--- config.mk ---
export PLATFORM = sky130hd
export DESIGN_NAME = tx_carrier_sense
export DESIGN_NICKNAME = d
export VERILOG_FILES = /design/src/rtl/tx_carrier_sense.sv
export SDC_FILE = /design/constraint.sdc
export NUM_CORES = 1
export LEC_CHECK = 0
export CORE_ASPECT_RATIO = 1.25
export CORE_MARGIN = 4
export CORE_UTILIZATION = 60
export CTS_CLUSTER_DIAMETER = 60
export DETAILED_ROUTE_END_ITERATION = 8
export GPL_ROUTABILITY_DRIVEN = 0
export PLACE_DENSITY = 0.82
export SYNTH_ARGS = -nofsm -noshare
export SYNTH_HDL_FRONTEND = slang
export SYNTH_SLANG_ARGS = --single-unit
--- constraint.sdc ---
create_clock -name clk -period 9.76 [get_ports clk]
set_input_delay 0.976 -clock clk [delete_from_list [all_inputs] [get_ports clk]]
set_output_delay 0.976 -clock clk [all_outputs]
set_load 0.05 [all_outputs]
--- src/rtl/tx_carrier_sense.sv ---
// Carrier sense for the TX path: windowed |I|+|Q| energy average compared against
// on/off thresholds with optional holdoff before the channel is declared clear.
module tx_carrier_sense #(
    parameter int BASE = 0
) (
    input  logic        clk,
    input  logic        reset,
    input  logic        clear,
    input  logic        set_stb,
    input  logic [7:0]  set_addr,
    input  logic [31:0] set_data,
    input  logic [31:0] rx_sample,
    input  logic        rx_strobe,
    output logic        carrier_present,
    output logic [31:0] carrier_present_nextcount,
    output logic [31:0] debug
);

    typedef enum logic [1:0] {
        DISABLED = 2'd0,
        CLEAR    = 2'd1,
        BUSY     = 2'd2,
        HOLDOFF  = 2'd3
    } state_t;

    localparam logic [7:0] ADDR_THR_ON  = 8'(BASE);
    localparam logic [7:0] ADDR_THR_OFF = 8'(BASE + 1);
    localparam logic [7:0] ADDR_CTRL    = 8'(BASE + 2);
    localparam logic [7:0] ADDR_HOLDOFF = 8'(BASE + 3);

    // |x| widened by one bit so that |-32768| = 32768 is representable
    function automatic logic [16:0] abs17(input logic signed [15:0] x);
        logic signed [16:0] xe;
        xe = {x[15], x};
        return x[15] ? 17'(-xe) : 17'(xe);
    endfunction

    logic [31:0] thr_on, thr_off, holdoff;
    logic        enable;
    logic [3:0]  win_log2;

    always_ff @(posedge clk or posedge reset) begin
        if (reset) begin
            thr_on   <= '0;
            thr_off  <= '0;
            holdoff  <= '0;
            enable   <= 1'b0;
            win_log2 <= '0;
        end else if (set_stb) begin
            if (set_addr == ADDR_THR_ON)  thr_on  <= set_data;
            if (set_addr == ADDR_THR_OFF) thr_off <= set_data;
            if (set_addr == ADDR_HOLDOFF) holdoff <= set_data;
            if (set_addr == ADDR_CTRL) begin
                enable   <= set_data[31];
                win_log2 <= set_data[3:0];
            end
        end
    end

    state_t state, state_nx;
    logic [31:0] holdcnt, holdcnt_nx, nextcount_nx;
    logic        cp_nx;

    // p0: magnitude and window accumulation on the strobe
    logic signed [15:0] i_p0, q_p0;
    logic [16:0] mag_p0;
    logic [31:0] acc_p0, acc_sum_p0;
    logic [15:0] cnt_p0;
    logic [16:0] win_len_p0;
    logic        last_p0;

    assign i_p0       = rx_sample[31:16];
    assign q_p0       = rx_sample[15:0];
    assign mag_p0     = abs17(i_p0) + abs17(q_p0);
    assign acc_sum_p0 = acc_p0 + {15'd0, mag_p0};
    assign win_len_p0 = 17'd1 << win_log2;
    // >= rather than == so a mid-window shrink of win_log2 still closes the window
    assign last_p0    = ({1'b0, cnt_p0} + 17'd1) >= win_len_p0;

    // p1: window average and its completion pulse
    logic [31:0] avg_p1;
    logic        vld_p1;

    always_ff @(posedge clk or posedge reset) begin
        if (reset) begin
            acc_p0 <= '0;
            cnt_p0 <= '0;
            avg_p1 <= '0;
            vld_p1 <= 1'b0;
        end else if (clear) begin
            acc_p0 <= '0;
            cnt_p0 <= '0;
            avg_p1 <= '0;
            vld_p1 <= 1'b0;
        end else begin
            vld_p1 <= 1'b0;
            if (state == DISABLED) begin
                acc_p0 <= '0;
                cnt_p0 <= '0;
            end else if (rx_strobe) begin
                if (last_p0) begin
                    avg_p1 <= acc_sum_p0 >> win_log2;
                    vld_p1 <= 1'b1;
                    acc_p0 <= '0;
                    cnt_p0 <= '0;
                end else begin
                    acc_p0 <= acc_sum_p0;
                    cnt_p0 <= cnt_p0 + 16'd1;
                end
            end
        end
    end

    // p2: channel state, registered outputs
    always_ff @(posedge clk or posedge reset) begin
        if (reset) begin
            state                     <= DISABLED;
            holdcnt                   <= '0;
            carrier_present           <= 1'b0;
            carrier_present_nextcount <= '0;
        end else if (clear) begin
            state                     <= DISABLED;
            holdcnt                   <= '0;
            carrier_present           <= 1'b0;
            carrier_present_nextcount <= '0;
        end else begin
            state                     <= state_nx;
            holdcnt                   <= holdcnt_nx;
            carrier_present           <= cp_nx;
            carrier_present_nextcount <= nextcount_nx;
        end
    end

    always_comb begin
        state_nx     = state;
        holdcnt_nx   = holdcnt;
        cp_nx        = 1'b0;
        nextcount_nx = '0;
        case (state)
            DISABLED: if (enable) state_nx = CLEAR;
            CLEAR:    if (vld_p1 && avg_p1 > thr_on) state_nx = BUSY;
            BUSY: begin
                if (vld_p1 && avg_p1 <= thr_off) begin
                    if (holdoff == 32'd0) begin
                        state_nx = CLEAR;
                    end else begin
                        state_nx   = HOLDOFF;
                        holdcnt_nx = holdoff;
                    end
                end
            end
            HOLDOFF: begin
                holdcnt_nx = holdcnt - 32'd1;
                // renewed energy takes priority over the holdoff expiring
                if (vld_p1 && avg_p1 > thr_off) begin
                    state_nx   = BUSY;
                    holdcnt_nx = '0;
                end else if (holdcnt <= 32'd1) begin
                    state_nx   = CLEAR;
                    holdcnt_nx = '0;
                end
            end
        endcase
        if (!enable) begin
            state_nx   = DISABLED;
            holdcnt_nx = '0;
        end
        cp_nx = (state_nx == BUSY) || (state_nx == HOLDOFF);
        if (state_nx == BUSY)         nextcount_nx = holdoff;
        else if (state_nx == HOLDOFF) nextcount_nx = holdcnt_nx;
    end

    assign debug = {state, carrier_present, 13'd0, avg_p1[15:0]};

endmodule

==> metrics, run 1 <==
Initial Util=approximately three fifths; CP max stage delay=between 0.6 and 0.7 ns; design area=a little under 20000 µm²; Final Setup Violations=0; Syn Area/Cell=between 9 and 10 µm²; Hold WS=between 0.5 and 0.6 ns; largest cells by area after synthesis=dfrtp_1 36%, ha_1 8.6%, mux2_2 5.7%; sequential area share after synthesis=approximately 36%; Std-Cell Core Area=around 29000 µm²; Diodes inserted=0; largest net degree at the start of global routing=around 110; routed vias/inst=around 6.5; Max Freq=143 MHz; vias in the first global route=15267; Worst EP arrival=7.43 ns; GRT overflow=0; initial antenna violation count=0; drt total wl=47900 µm; Cell variety after synth=90; DR DRC count=0; CP Class=primary input to flop; die height=slightly below 200 µm; # resized after CTS=0; clock sinks=roughly 250; placed inst area=approximately 19000 µm²; Final Skew=approximately 0.01 ns; Filler Cell Count=2165; Pwr Density=134 nW/µm²; dominant cell type by area after synthesis=dfrtp_1; Slew @ Worst Pin=around 1.2 ns; area grow syn2layout=12.6%; hold_buf cts=0; total track usage=roughly 29%; layout cell share with drive strength beyond 1=between 9 and 10%; crit path launch type=primary input; DR WL/cell=approximately 20 µm; status=completed; max_slew headroom=19.5%; HPWL after detailed placement=35600 µm; crit path time final=~7 ns; Ports=about 140; most used cell, CP=a21oi_1; register clock-pin slew on the reported worst setup and hold paths=around 0.060 ns; Hold WC Path Type=flop to flop; #FFs+latches synth=roughly 250; Post-Syn Area=between 15000 and 20000 µm²; CTS buffer count=26; Leak=8.86 nW; Max VDD drop=around 0.13 mV; IO buf count=128; Critical Path RT=10.18 ns; CTS HTree Levels=1; setup_tns=0 ns; die area=32000 µm²; final core utilization=around 69%; total number of vias=approximately 15000; Total Power=between 0.002 and 0.003 W; Fin. Hold Viols=0; post-synth top area share=between 30% and 40%; Die X=161 µm; DRT antenna net count=0; Pre-Repair DR Iteration Count=6; max-cap viol count=0; max-slew violations=0; CTS tree=built; Worst path slowest cell=a21oi_1; RSZ-0062 raised after global routing=false; period utilization=approximately 70%; Async S/R FF share, synth=100%; cell row count=slightly below 70; Crit. End Element=flop; crit path max fanout=12; Clock Tree Root=clkbuf_16; setup repair bufs after CTS=0; Iteration-0 DRC Markers=~1200; wire length of the first global-routing pass=between 70000 and 80000 µm; Clock Tree Buf Depth=3; top_reg_cell synth=dfrtp_1; Post-synth EDFFs=0; Synth Instances=between 1500 and 2000; Syn. warnings=0; nets=between 2000 and 2500; Clk Latency, worst-skew pair=0.54 ns
[sequential cells by signal, summed over array words and instances, names as in the netlist]
name,cells
acc_p0,32
avg_p1,32
carrier_present_nextcount,32
holdcnt,32
holdoff,32
thr_off,32
thr_on,32
cnt_p0,16
win_log2,4
state,2
carrier_present,1
enable,1
vld_p1,1
[layout make-up]
type                    instances  area (µm²)  share of cell area, %
multi-input cells            1431       10300                   52.5
flip-flops and latches        249        6230                   31.6
repair buffers                145        1410                   7.15
clock buffers                  36         749                   3.80
well taps                     390         488                   2.48
inverters                      98         375                   1.90
clock inverters                10         106                  0.540
[power by group]
group | leakage [nW] | total, W | internal, W | switching [W]
sequential | 3.32 | 0.00108 | 0.00106 | 0.0000187
combinational | 5.11 | 0.000570 | 0.000222 | 0.000348
clock | 0.423 | 0.000999 | 0.000587 | 0.000412
[per-layer routing]
metal  up-vias  part of all wire [%]  GRT usage (%)
met5         -                     0              0
met4         0                   5.9           15.5
met3       199                   7.2           4.19
met2       725                    50           53.0
met1      7309                    37           33.7
li1       7072                     -              -
[worst paths after layout]
check | start | endpoint | slack (ns) | cells past startpoint
worst min register to register | thr_off[4] | thr_off[4] | 0.51 | 1
min in group asynchronous | reset | carrier_present_nextcount[26] | 0.99 | 2
worst max-delay path | rx_sample[16] | avg_p1[17] | 2.75 | 25
worst min-delay path | thr_off[4] | thr_off[4] | 0.51 | 1
max in group asynchronous | reset | thr_off[14] | 7.20 | 3
worst max register to register | win_log2[2] | avg_p1[0] | 4.53 | 14
[per-stage QoR]
step           instances  setup WS, ns
3_3_place_gp        2313          2.49
2_1_floorplan       1907          1.94
5_1_grt             2359          2.28
3_5_place_dp        2313          2.31
4_1_cts             2359          2.85
6_report            2359          2.75
[Yosys cell counts (16+ instances only)]
| cell | count |
|---|---|
| dfrtp_1 | 249 |
| nand2_1 | 158 |
| o21ai_0 | 124 |
| ha_1 | 120 |
| nor2_1 | 113 |
| inv_1 | 96 |
| mux2_2 | 88 |
| clkbuf_1 | 73 |
| a21oi_1 | 70 |
| a22o_1 | 64 |
| xnor2_1 | 63 |
| mux2i_1 | 51 |
| nand3_1 | 48 |
| and2_1 | 46 |
| nor3_1 | 44 |
| buf_4 | 35 |
| nor4_1 | 32 |
| a21o_1 | 29 |
| o31ai_1 | 25 |
| nand4_1 | 22 |
| a211oi_1 | 21 |
| a221o_1 | 20 |
| and3_1 | 20 |
| nor2b_1 | 19 |
| o211ai_1 | 16 |
[cell families (layout without fill, tap and decap cells)]
family,Yosys count,in the layout,share of synthesized area [%]
multiplexers,144,144,9.23
XOR/XNOR,75,75,3.75
buffers and inverters,227,289,5.74
AO/OA/AOI/OAI,512,512,20.8
flip-flops,249,249,35.6
adder cells (fa/ha/maj),122,122,8.81
other,1,13,0.0214
AND/OR/NAND/NOR,565,565,16.0
[placed cells by master (no fill, tap or decap), drive strengths merged, types with 9 or more instances in the layout]
master,n
nand2b,13
inv,96
nand4,22
nand2,158
mux2,88
a22o,64
buf,17
o211ai,17
a221o,20
xor2,12
or2,9
nor3,44
mux2i,51
o21a,10
clkinv,9
nand3,49
ha,120
or3,9
a31oi,13
nor2b,19
a21o,31
a21oi,73
clkbuf,36
a22oi,9
nor4,32
conb,13
and2,47
o311a,11
nor2,114
o31ai,25
a211oi,23
o21ai,134
o22ai,13
xnor2,63
dfrtp,249
and3,20
clkdlybuf4s50,128
[critical path, delay by kind of cell]
family                   cells  cell delay [ns]
AND/OR/NAND/NOR              6             0.88
multiplexers                 1             0.52
AO/OA/AOI/OAI               12             3.07
buffers and inverters        2             0.60
adder cells (fa/ha/maj)      3             1.17
XOR/XNOR                     1             0.22
(Power assumes the default switching activity.)
==> inputs of run 2 (changes only) <==
--- a/config.mk
+++ b/config.mk
@@ -7,11 +7,11 @@
 export LEC_CHECK = 0
 export CORE_ASPECT_RATIO = 1.25
 export CORE_MARGIN = 4
-export CORE_UTILIZATION = 60
+export CORE_UTILIZATION = 54
 export CTS_CLUSTER_DIAMETER = 60
 export DETAILED_ROUTE_END_ITERATION = 8
 export GPL_ROUTABILITY_DRIVEN = 0
-export PLACE_DENSITY = 0.82
+export PLACE_DENSITY = 0.78
 export SYNTH_ARGS = -nofsm -noshare
 export SYNTH_HDL_FRONTEND = slang
 export SYNTH_SLANG_ARGS = --single-unit
==> constraint.sdc (replaced) <==
create_clock -name clk -period 5.8 [get_ports clk]
set_input_delay 0.58 -clock clk [delete_from_list [all_inputs] [get_ports clk]]
set_output_delay 0.58 -clock clk [all_outputs]
set_load 0.05 [all_outputs]
==> metrics, run 2 (synthesis results as in run 1) <==
dpl cells=between 2000 and 2500; nets=2315; Clock Tree Root=clkbuf_16; Diodes inserted=0; total track usage=around 28%; CP Class=primary input to flop; die area=35400 µm²; Die X=169 µm; Initial Util=between 50 and 60%; worst reg2reg startpoint=win_log2[0]; register clock-pin slew on the reported worst setup and hold paths=around 0.07 ns; Max Freq=between 150 and 200 MHz; wire length of the first global-routing pass=around 82000 µm; Hold WS=around 0.5 ns; Slew @ Worst Pin=1.12 ns; hold endpoint=thr_off[28]; hold_buf cts=0; placed inst area=~20000 µm²; area grow syn2layout=22.7%; Net Sw Frac=between 20% and 30%; total number of vias=16195; Crit. End Element=flop; cells on worst reg2reg path=11; crit path time final=roughly 5.7 ns; initial antenna violation count=0; Hold WC Path Type=flop to flop; DR DRC count=0; Filler Cell Count=between 2000 and 2500; die height=around 210 µm; clock sinks=between 200 and 250; post-route setup slack=between 0.1 and 0.15 ns; P_sw=0.00146 W; DRT antenna net count=0; Std-Cell Core Area=approximately 32000 µm²; GRT overflow=0; Most Crowded Layer GR=met2; max-slew violations=0; Pwr Density=approximately 230 nW/µm²; IO buf count=128; max-cap viol count=0; drt total wl=a little over 50000 µm; Gate power share=between 20 and 25%; Worst EP arrival=between 6 and 7 ns; crit path max fanout=5; status=completed; DR WL/cell=between 20 and 25 µm; FF/Latch Area=just over 6000 µm²; CTS HTree Levels=1; Clk pwr share=between 30% and 40%; Final Skew=roughly 0.030 ns; worst hold path depth=1; met3 usage=around 4%; CTS tree=built; area of the multi-input gates=10700 µm²; crit path launch type=primary input; largest net degree at the start of global routing=around 150; reg2reg end=avg_p1[0]; Critical Path Start=rx_sample[23]; sequential share of power=between 30 and 40%; design area=about 21000 µm²; Max VDD drop=0.210 mV; CTS buffer count=28; Pre-Repair DR Iteration Count=6; Critical Path RT=~6.2 ns; period utilization=a little over nine tenths; Ports=roughly 140; commonest non-fill, non-tap cell in the layout=dfrtp_1; Clock Tree Buf Depth=3; pre-CTS setup slack=-0.772 ns; internal power=0.00348 W; most frequent cells in the layout=249 x dfrtp_1, 176 x buf_4, 155 x nand2_1, 122 x clkdlybuf4s50_1, 119 x ha_1; Layout Cells excl Fill=~2500; vias in the first global route=16424; routed vias/inst=between 6 and 7; max_slew headroom=between 20% and 30%; Fin. Hold Viols=0; HPWL after detailed placement=roughly 38000 µm; Min-Delay Startpoint=thr_off[28]; Clk Latency, worst-skew pair=0.56 ns; Iteration-0 DRC Markers=around 1500; Final Setup Violations=0; layout cell share with drive strength beyond 1=approximately a fifth; cell row count=between 70 and 80; final core utilization=a little under 70%; register-to-register setup slack=just under 0.9 ns; Leak=9.86 nW; met1 usage=between 30% and 40%; met2 Use GR=between 50% and 60%
-- run 2: area by class of cell --
type / instances / area share, %
Multi-Input combinational cell: 1431 / 49.7
Tap cell: 412 / 2.40
Inverter: 98 / 1.73
Sequential cell: 249 / 29.0
Timing Repair Buffer: 308 / 12.4
Clock buffer: 35 / 3.77
Clock inverter: 16 / 0.974
-- run 2: stage by stage --
step | setup TNS (ns) | total power [W]
after detailed placement | -19.47 | 0.00297
after CTS | 0 | 0.00489
after global routing | -0.118 | 0.00513
final | 0 | 0.00493
after floorplan | 0 | 0.00252
after global placement | -14.87 | 0.00293
-- run 2: power groups by stage --
| stage | registers [W] | clock network [W] | logic [W] |
|---|---|---|---|
| 3_3_place_gp | 0.00184 | 0 | 0.00109 |
| 2_1_floorplan | 0.00183 | 0 | 0.000688 |
| 3_5_place_dp | 0.00184 | 0 | 0.00113 |
| 6_report | 0.00181 | 0.00192 | 0.00119 |
| 4_1_cts | 0.00181 | 0.00193 | 0.00114 |
| 5_1_grt | 0.00182 | 0.00202 | 0.00130 |
-- run 2: worst max-delay path by stage --
| stage | endpoint | slack, ns | depth (start not counted) |
|---|---|---|---|
| after floorplan | avg_p1[17] | 0.01 | 25 |
| after global placement | avg_p1[17] | -0.64 | 24 |
| after detailed placement | avg_p1[20] | -0.77 | 25 |
| after CTS | avg_p1[17] | 0.002 | 28 |
| after global routing | avg_p1[2] | -0.03 | 22 |
| final | avg_p1[14] | 0.14 | 21 |
-- run 2: repair_timing --
item	in CTS	in global routing
resized for setup	18	68
pin swaps	2	34
buffers inserted	1	6
setup endpoints to repair	22	31
-- run 2: critical path, cell delays in order --
cell             delay, ns
clkdlybuf4s50_1       0.48
nor4_4                0.33
nand4_1               0.22
or4_1                 0.51
o31ai_1               0.30
xnor2_1               0.17
ha_1                  0.26
buf_4                 0.15
a21o_1                0.18
a31oi_2               0.20
xnor2_1               0.16
ha_2                  0.33
buf_4                 0.15
buf_4                 0.14
a21oi_1               0.22
o211ai_2              0.19
o21ai_2               0.22
xnor2_1               0.18
mux4_2                0.57
a211o_1               0.30
a32o_2                0.26
-- run 2: metal layers --
| layer | wire, µm | vias to the layer above | part of all wire [%] |
|---|---|---|---|
| li1 | - | 7389 | - |
| met1 | 18200 | 7757 | 36 |
| met2 | 25700 | 774 | 50 |
| met3 | 3520 | 275 | 6.9 |
| met4 | 3680 | 0 | 7.2 |
| met5 | 0 | - | 0 |
